--- src/rtl/nes_pad_reader_pkg.sv ---
// Shared definitions for the NES joypad reader: FSM encodings, frame geometry
// and the button bit positions that consumers of the button word rely on.
package nes_pad_reader_pkg;

    typedef enum logic [2:0] {
        ST_IDLE  = 3'd0,
        ST_LATCH = 3'd1,
        ST_LOW   = 3'd2,
        ST_HIGH  = 3'd3,
        ST_DONE  = 3'd4
    } state_t;

    localparam int LATCH_TICKS = 2;
    localparam int NUM_BITS    = 8;
    localparam int BIT_CNT_W   = $clog2(NUM_BITS);
    localparam int LATCH_CNT_W = $clog2(LATCH_TICKS);

    // Position of each button inside the published word (1 = pressed)
    localparam int BTN_A      = 0;
    localparam int BTN_B      = 1;
    localparam int BTN_SELECT = 2;
    localparam int BTN_START  = 3;
    localparam int BTN_UP     = 4;
    localparam int BTN_DOWN   = 5;
    localparam int BTN_LEFT   = 6;
    localparam int BTN_RIGHT  = 7;

endpackage

--- src/rtl/nes_tick_gen.sv ---
// Half-period tick generator: one-cycle pulse every HALF_PERIOD_CYC cycles,
// restartable so the first phase after a clear is always full length.
module nes_tick_gen #(
    parameter int HALF_PERIOD_CYC = 300
) (
    input  logic clk,
    input  logic reset,
    input  logic clear,
    output logic tick
);

    localparam int CNT_W = $clog2(HALF_PERIOD_CYC);
    localparam logic [CNT_W-1:0] CNT_LAST = CNT_W'(HALF_PERIOD_CYC - 1);

    logic [CNT_W-1:0] cnt_q;
    logic [CNT_W-1:0] cnt_d;

    always_comb begin
        cnt_d = cnt_q + 1'b1;
        if (clear || (cnt_q == CNT_LAST)) begin
            cnt_d = '0;
        end
    end

    always_ff @(posedge clk or posedge reset) begin
        if (reset) begin
            cnt_q <= '0;
        end else begin
            cnt_q <= cnt_d;
        end
    end

    assign tick = (cnt_q == CNT_LAST);

endmodule

--- src/rtl/nes_pad_reader.sv ---
// NES joypad sequencer: latches the pad, clocks out eight serial bits and
// publishes the decoded button word, either on request or on a periodic poll.
module nes_pad_reader
    import nes_pad_reader_pkg::*;
#(
    parameter int HALF_PERIOD_CYC = 300,
    parameter int POLL_CYC        = 833333,
    parameter int SYNC_STAGES     = 2
) (
    input  logic       clk,
    input  logic       reset,
    input  logic       auto_en,
    input  logic       start,
    input  logic       pad_data,
    output logic       pad_latch,
    output logic       pad_clk,
    output logic [7:0] buttons,
    output logic       buttons_valid,
    output logic       busy
);

    localparam int POLL_W = $clog2(POLL_CYC);
    localparam logic [POLL_W-1:0]      POLL_LAST  = POLL_W'(POLL_CYC - 1);
    localparam logic [BIT_CNT_W-1:0]   BIT_LAST   = BIT_CNT_W'(NUM_BITS - 1);
    localparam logic [LATCH_CNT_W-1:0] LATCH_LAST = LATCH_CNT_W'(LATCH_TICKS - 1);

    state_t                   state_q, state_d;
    logic [BIT_CNT_W-1:0]     bit_cnt_q, bit_cnt_d;
    logic [LATCH_CNT_W-1:0]   latch_cnt_q, latch_cnt_d;
    logic [NUM_BITS-1:0]      shift_q, shift_d;
    logic                     pending_q, pending_d;
    logic [POLL_W-1:0]        poll_q;
    logic [SYNC_STAGES-1:0]   sync_q;
    logic                     pad_latch_q, pad_clk_q, valid_q;
    logic [NUM_BITS-1:0]      buttons_q;
    logic                     tick, tick_clear, poll_wrap, request, pad_sync;

    // Pad line idles high (no button pressed), so the chain resets to ones
    always_ff @(posedge clk or posedge reset) begin
        if (reset) begin
            sync_q <= '1;
        end else begin
            sync_q <= {sync_q[SYNC_STAGES-2:0], pad_data};
        end
    end
    assign pad_sync = sync_q[SYNC_STAGES-1];

    always_ff @(posedge clk or posedge reset) begin
        if (reset) begin
            poll_q <= '0;
        end else if (poll_wrap) begin
            poll_q <= '0;
        end else begin
            poll_q <= poll_q + 1'b1;
        end
    end
    assign poll_wrap = (poll_q == POLL_LAST);
    assign request   = start | (auto_en & poll_wrap);

    nes_tick_gen #(
        .HALF_PERIOD_CYC(HALF_PERIOD_CYC)
    ) u_tick_gen (
        .clk  (clk),
        .reset(reset),
        .clear(tick_clear),
        .tick (tick)
    );

    always_comb begin
        state_d     = state_q;
        bit_cnt_d   = bit_cnt_q;
        latch_cnt_d = latch_cnt_q;
        shift_d     = shift_q;
        pending_d   = pending_q;
        tick_clear  = 1'b0;
        case (state_q)
            ST_IDLE: begin
                if (request || pending_q) begin
                    state_d     = ST_LATCH;
                    tick_clear  = 1'b1;
                    bit_cnt_d   = '0;
                    latch_cnt_d = '0;
                    pending_d   = 1'b0;
                end
            end
            ST_LATCH: begin
                if (tick) begin
                    if (latch_cnt_q == LATCH_LAST) begin
                        state_d     = ST_LOW;
                        latch_cnt_d = '0;
                    end else begin
                        latch_cnt_d = latch_cnt_q + 1'b1;
                    end
                end
            end
            ST_LOW: begin
                if (tick) begin
                    shift_d[bit_cnt_q] = ~pad_sync;
                    state_d            = ST_HIGH;
                end
            end
            ST_HIGH: begin
                if (tick) begin
                    if (bit_cnt_q == BIT_LAST) begin
                        state_d = ST_DONE;
                    end else begin
                        bit_cnt_d = bit_cnt_q + 1'b1;
                        state_d   = ST_LOW;
                    end
                end
            end
            ST_DONE: begin
                // A request landing in DONE itself is served like a pending one
                if (pending_q || request) begin
                    state_d     = ST_LATCH;
                    tick_clear  = 1'b1;
                    bit_cnt_d   = '0;
                    latch_cnt_d = '0;
                    pending_d   = 1'b0;
                end else begin
                    state_d = ST_IDLE;
                end
            end
            default: begin
                state_d = ST_IDLE;
            end
        endcase
        if (request && (state_q == ST_LATCH || state_q == ST_LOW || state_q == ST_HIGH)) begin
            pending_d = 1'b1;
        end
    end

    // Pin outputs are decoded from the next state so they change on the same
    // edge as the state register and never glitch
    always_ff @(posedge clk or posedge reset) begin
        if (reset) begin
            state_q     <= ST_IDLE;
            bit_cnt_q   <= '0;
            latch_cnt_q <= '0;
            shift_q     <= '0;
            pending_q   <= 1'b0;
            pad_latch_q <= 1'b0;
            pad_clk_q   <= 1'b0;
            valid_q     <= 1'b0;
            buttons_q   <= '0;
        end else begin
            state_q     <= state_d;
            bit_cnt_q   <= bit_cnt_d;
            latch_cnt_q <= latch_cnt_d;
            shift_q     <= shift_d;
            pending_q   <= pending_d;
            pad_latch_q <= (state_d == ST_LATCH);
            pad_clk_q   <= (state_d == ST_HIGH);
            valid_q     <= (state_q == ST_DONE);
            if (state_q == ST_DONE) begin
                buttons_q <= shift_q;
            end
        end
    end

    assign pad_latch     = pad_latch_q;
    assign pad_clk       = pad_clk_q;
    assign buttons       = buttons_q;
    assign buttons_valid = valid_q;
    assign busy          = (state_q != ST_IDLE);

endmodule

--- config.mk ---
export PLATFORM = sky130hd
export DESIGN_NAME = nes_pad_reader
export DESIGN_NICKNAME = d
export VERILOG_FILES = /design/src/rtl/nes_pad_reader_pkg.sv /design/src/rtl/nes_tick_gen.sv /design/src/rtl/nes_pad_reader.sv
export SDC_FILE = /design/constraint.sdc
export NUM_CORES = 1
export LEC_CHECK = 0
export CORE_UTILIZATION = 30
export DETAILED_ROUTE_END_ITERATION = 8
export DONT_BUFFER_PORTS = 1
export GPL_TIMING_DRIVEN = 0
export PLACE_DENSITY = 0.54
export SLEW_MARGIN = 20
export SYNTH_ARGS = -nofsm -noshare
export SYNTH_HDL_FRONTEND = slang
export SYNTH_SLANG_ARGS = --single-unit
--- constraint.sdc ---
create_clock -name clk -period 2.1 [get_ports clk]
set_input_delay 0.42 -clock clk [delete_from_list [all_inputs] [get_ports clk]]
set_output_delay 0.42 -clock clk [all_outputs]
set_load 0.05 [all_outputs]
==> summary.txt <==
Floorplan
  • Die area: slightly below 10000 sq um
  • Core Box Area: approximately 9200 sq um
  • Num rows: 35
  • Starting Density: around 31%
  • Die width: about 99 um
  • # IOs: 17
  • Die H: between 90 and 100 um

CTS
  • CTS Sinks: between 50 and 60
  • CTS buffer count: 9
  • Reg clk slew, reported paths: around 0.070 ns
  • H-tree levels: 3
  • Max Buffers Root-to-Sink: 2
  • Clock insertion delay at the later pin of the skew report: between 0.3 and 0.4 ns
  • TritonCTS clock tree: yes
  • CTS Root Cell: clkbuf_8

Logic synthesis
  • Post-synth EDFFs: 0
  • Synth cell types: 46
  • Post-synth net total: around 270
  • Most frequent cell after synthesis: dfrtp_1
  • Seq/Total Area, Yosys: around 51%
  • Synth top area cells: dfrtp_1, mux2i_1, xor2_1
  • Top FF cell, synth: dfrtp_1
  • Post-synth top cells: dfrtp_1, nor2_1, nand2_1, inv_1, nand3_1
  • FF+latch count, synth: 58
  • FFs w/ async S/R, synth: 100%
  • Yosys top cell area share: around half
  • Ys Warns: 0
  • Synth Cell Area: approximately 2800 sq um
  • Syn Area/Cell: approximately 11 sq um
  • Leading area contributor after synthesis: dfrtp_1
  • Cell count after synthesis: between 200 and 300

GRT
  • Top Usage Layer GRT: met2
  • Number of global-route vias before repair: between 1500 and 2000
  • Met1 Use GR: around 15%
  • Initial antenna violation count: 0
  • Tot GR Track Use: between 10% and 20%
  • Met3 Track Usage GR: about 5%
  • Routing usage on met2: a little under a fifth
  • Largest net degree at the start of global routing: 47
  • First-pass GRT wire length: 9.08 mm
  • Total gr overflow: 0

Detailed routing
  • Drt wl/cell: 13.1 um
  • Residual DRC count: 0
  • Router iterations before antenna repair: 5
  • Starting DRC count in detailed routing: 79
  • Detail Route Antenna Nets: 0
  • Drt total wl: around 5.1 mm
  • Via-to-Cell Ratio: between 4 and 5
  • Total number of vias: around 1900

Flow run
  • Max_cap viols: 0

Timing
  • Slew Limit Headroom: a little over half
  • Fin. Hold Viols: 0
  • Worst Slack Setup Final: 0.159 ns
  • Final Max Tran Viols: 0
  • Fmax: between 500 and 600 MHz
  • Final clock skew: 0.00659 ns
  • Setup violators final: 0
  • Tmin final: just under 2 ns
  • Fin crit share: roughly 90%
  • RSZ-0062 raised after global routing: false
  • Slew of the pin with the lowest slew margin: 0.706 ns

Power and ir drop
  • Leakage power: ~1.5 nW
  • Max IR drop VDD: approximately 0.43 mV
  • PnR Total Power: between 2 and 3 mW
  • Power Density: between 800 and 900 nW/um^2

Layout
  • Share of layout cells above drive strength 1: between 10% and 20%
  • P&R area growth vs syn: 14.4%
  • Fillers: just over 900
  • ANT cells: 0
  • Nets: between 200 and 300

Critical path
  • CP Data Required Time: around 2.3 ns
  • Arr. time, crit path: between 2 and 2.5 ns
  • Worst path cell trace: inv_1 > ha_1 > nor2b_1 > nand4_1 > o311ai_4 > nor2_1
  • Critical Path Source Type: flop
  • Largest stage delay on the critical path: 0.55 ns
  • CP max stage cell: o311ai_4
  • WS Path Type: flop to flop
  • Crit path max fanout: 8
  • Endpoint class of the critical path: flop

Placed design
  • Worst slack at placement: 0.118 ns
  • GPL Wtd Cong: 0.762
  • HPWL after DPL: about 3.6 mm
  • Port Buffers: 0

Worst hold path
  • Worst hold path type: input port to flop

Status
  • Status: finished, final reports clean
## cells by family (layout without fill, tap and decap cells)
| logic type | after synthesis | in the layout | synth area share [%] |
|---|---|---|---|
| simple gates | 114 | 114 | 24.5 |
| flops | 58 | 58 | 51.1 |
| compound gates | 21 | 21 | 6.11 |
| xor+xnor | 21 | 21 | 6.46 |
| buf+inv | 21 | 39 | 2.95 |
| mux | 18 | 18 | 6.68 |
| fa+ha+maj | 5 | 5 | 2.20 |
## layer usage
| metal | up-vias | part of all wire [%] |
|---|---|---|
| met4 | 0 | 1.4 |
| met5 | - | 0 |
| met1 | 921 | 47 |
| met3 | 8 | 5.0 |
| li1 | 942 | - |
| met2 | 30 | 47 |
## worst max-delay path, delay by kind of cell (launching register included)
kind,cells,cell delay [ns]
AOI/OAI and AO/OA,1,0.55
and+or+nand+nor,3,0.62
adders and majority gates,1,0.13
DFF,1,0.42
buffers and inverters,1,0.08
## flip-flops by register name, indices dropped and copies added, names as in the netlist
register          count
shift_q               8
pad_latch             1
u_tick_gen.cnt_q      9
buttons               8
buttons_valid         1
pad_clk               1
bit_cnt_q             3
poll_q               20
state_q               3
latch_cnt_q           1
pending_q             1
sync_q                2
## power by group
group / switching [mW] / leakage [nW] / internal (mW) / total (mW)
Clock: 0.480 / 0.106 / 0.677 / 1.16
Combinational: 0.155 / 0.659 / 0.142 / 0.297
Sequential: 0.0994 / 0.766 / 1.19 / 1.29
Total: 0.734 / 1.53 / 2.01 / 2.74
## what timing repair did
| item | 4_1_cts | 5_1_grt |
|---|---|---|
| endpoints found under the hold margin | 12 | 0 |
| hold buffers | 1 | 0 |
| setup buffers | 0 | 0 |
| gates resized for setup | 0 | 2 |
| setup endpoints to repair | 0 | 2 |
## layout make-up
class | instances | area (sq um) | share of cell area [%]
clock inverter | 7 | 101 | 3.11
tap | 111 | 139 | 4.27
clock buffer | 9 | 124 | 3.81
sequential | 58 | 1450 | 44.7
multi-input combinational | 179 | 1310 | 40.3
inverter | 14 | 55.1 | 1.69
timing repair buffer | 2 | 37.5 | 1.15
buffer | 7 | 31.3 | 0.961
## per-stage QoR
stage / hold slack, ns / cells / cell area (sq um) / TNS (ns) / util, %
final: 0.0775 / 387 / 3250 / 0 / 35.4
after CTS: 0.0606 / 387 / 3250 / 0 / 35.3
after global routing: 0.0466 / 387 / 3250 / 0 / 35.4
after detailed placement: 0.226 / 370 / 3010 / 0 / 32.8
after floorplan: 0.345 / 258 / 2850 / 0 / -
after global placement: 0.346 / 369 / 2980 / -24.85 / 32.4
## path summary, 6_finish.rpt
| check | from | to | slack (ns) | cells after the start |
|---|---|---|---|---|
| setup / recovery | poll_q[0] | u_tick_gen.cnt_q[3] | 0.16 | 6 |
| hold / removal | pad_data | sync_q[0] | 0.08 | 0 |
| setup reg to reg | poll_q[0] | u_tick_gen.cnt_q[3] | 0.16 | 6 |
| hold reg to reg | sync_q[0] | sync_q[1] | 0.36 | 0 |
| max in group asynchronous | reset | sync_q[0] | 1.12 | 3 |
| min in group asynchronous | reset | poll_q[8] | 0.47 | 2 |
## layout by cell type, fill, tap and decap left out, drive strengths merged, types with 9 or more instances in the layout
cell and instances:
dfrtp 56, nor2 24, nand2 20, inv 16, nand3 13, nand4 13, clkbuf 12, xor2 11
mux2i 10, xnor2 10, o21ai 9
Note: power is estimated with default switching activity, not from simulation.
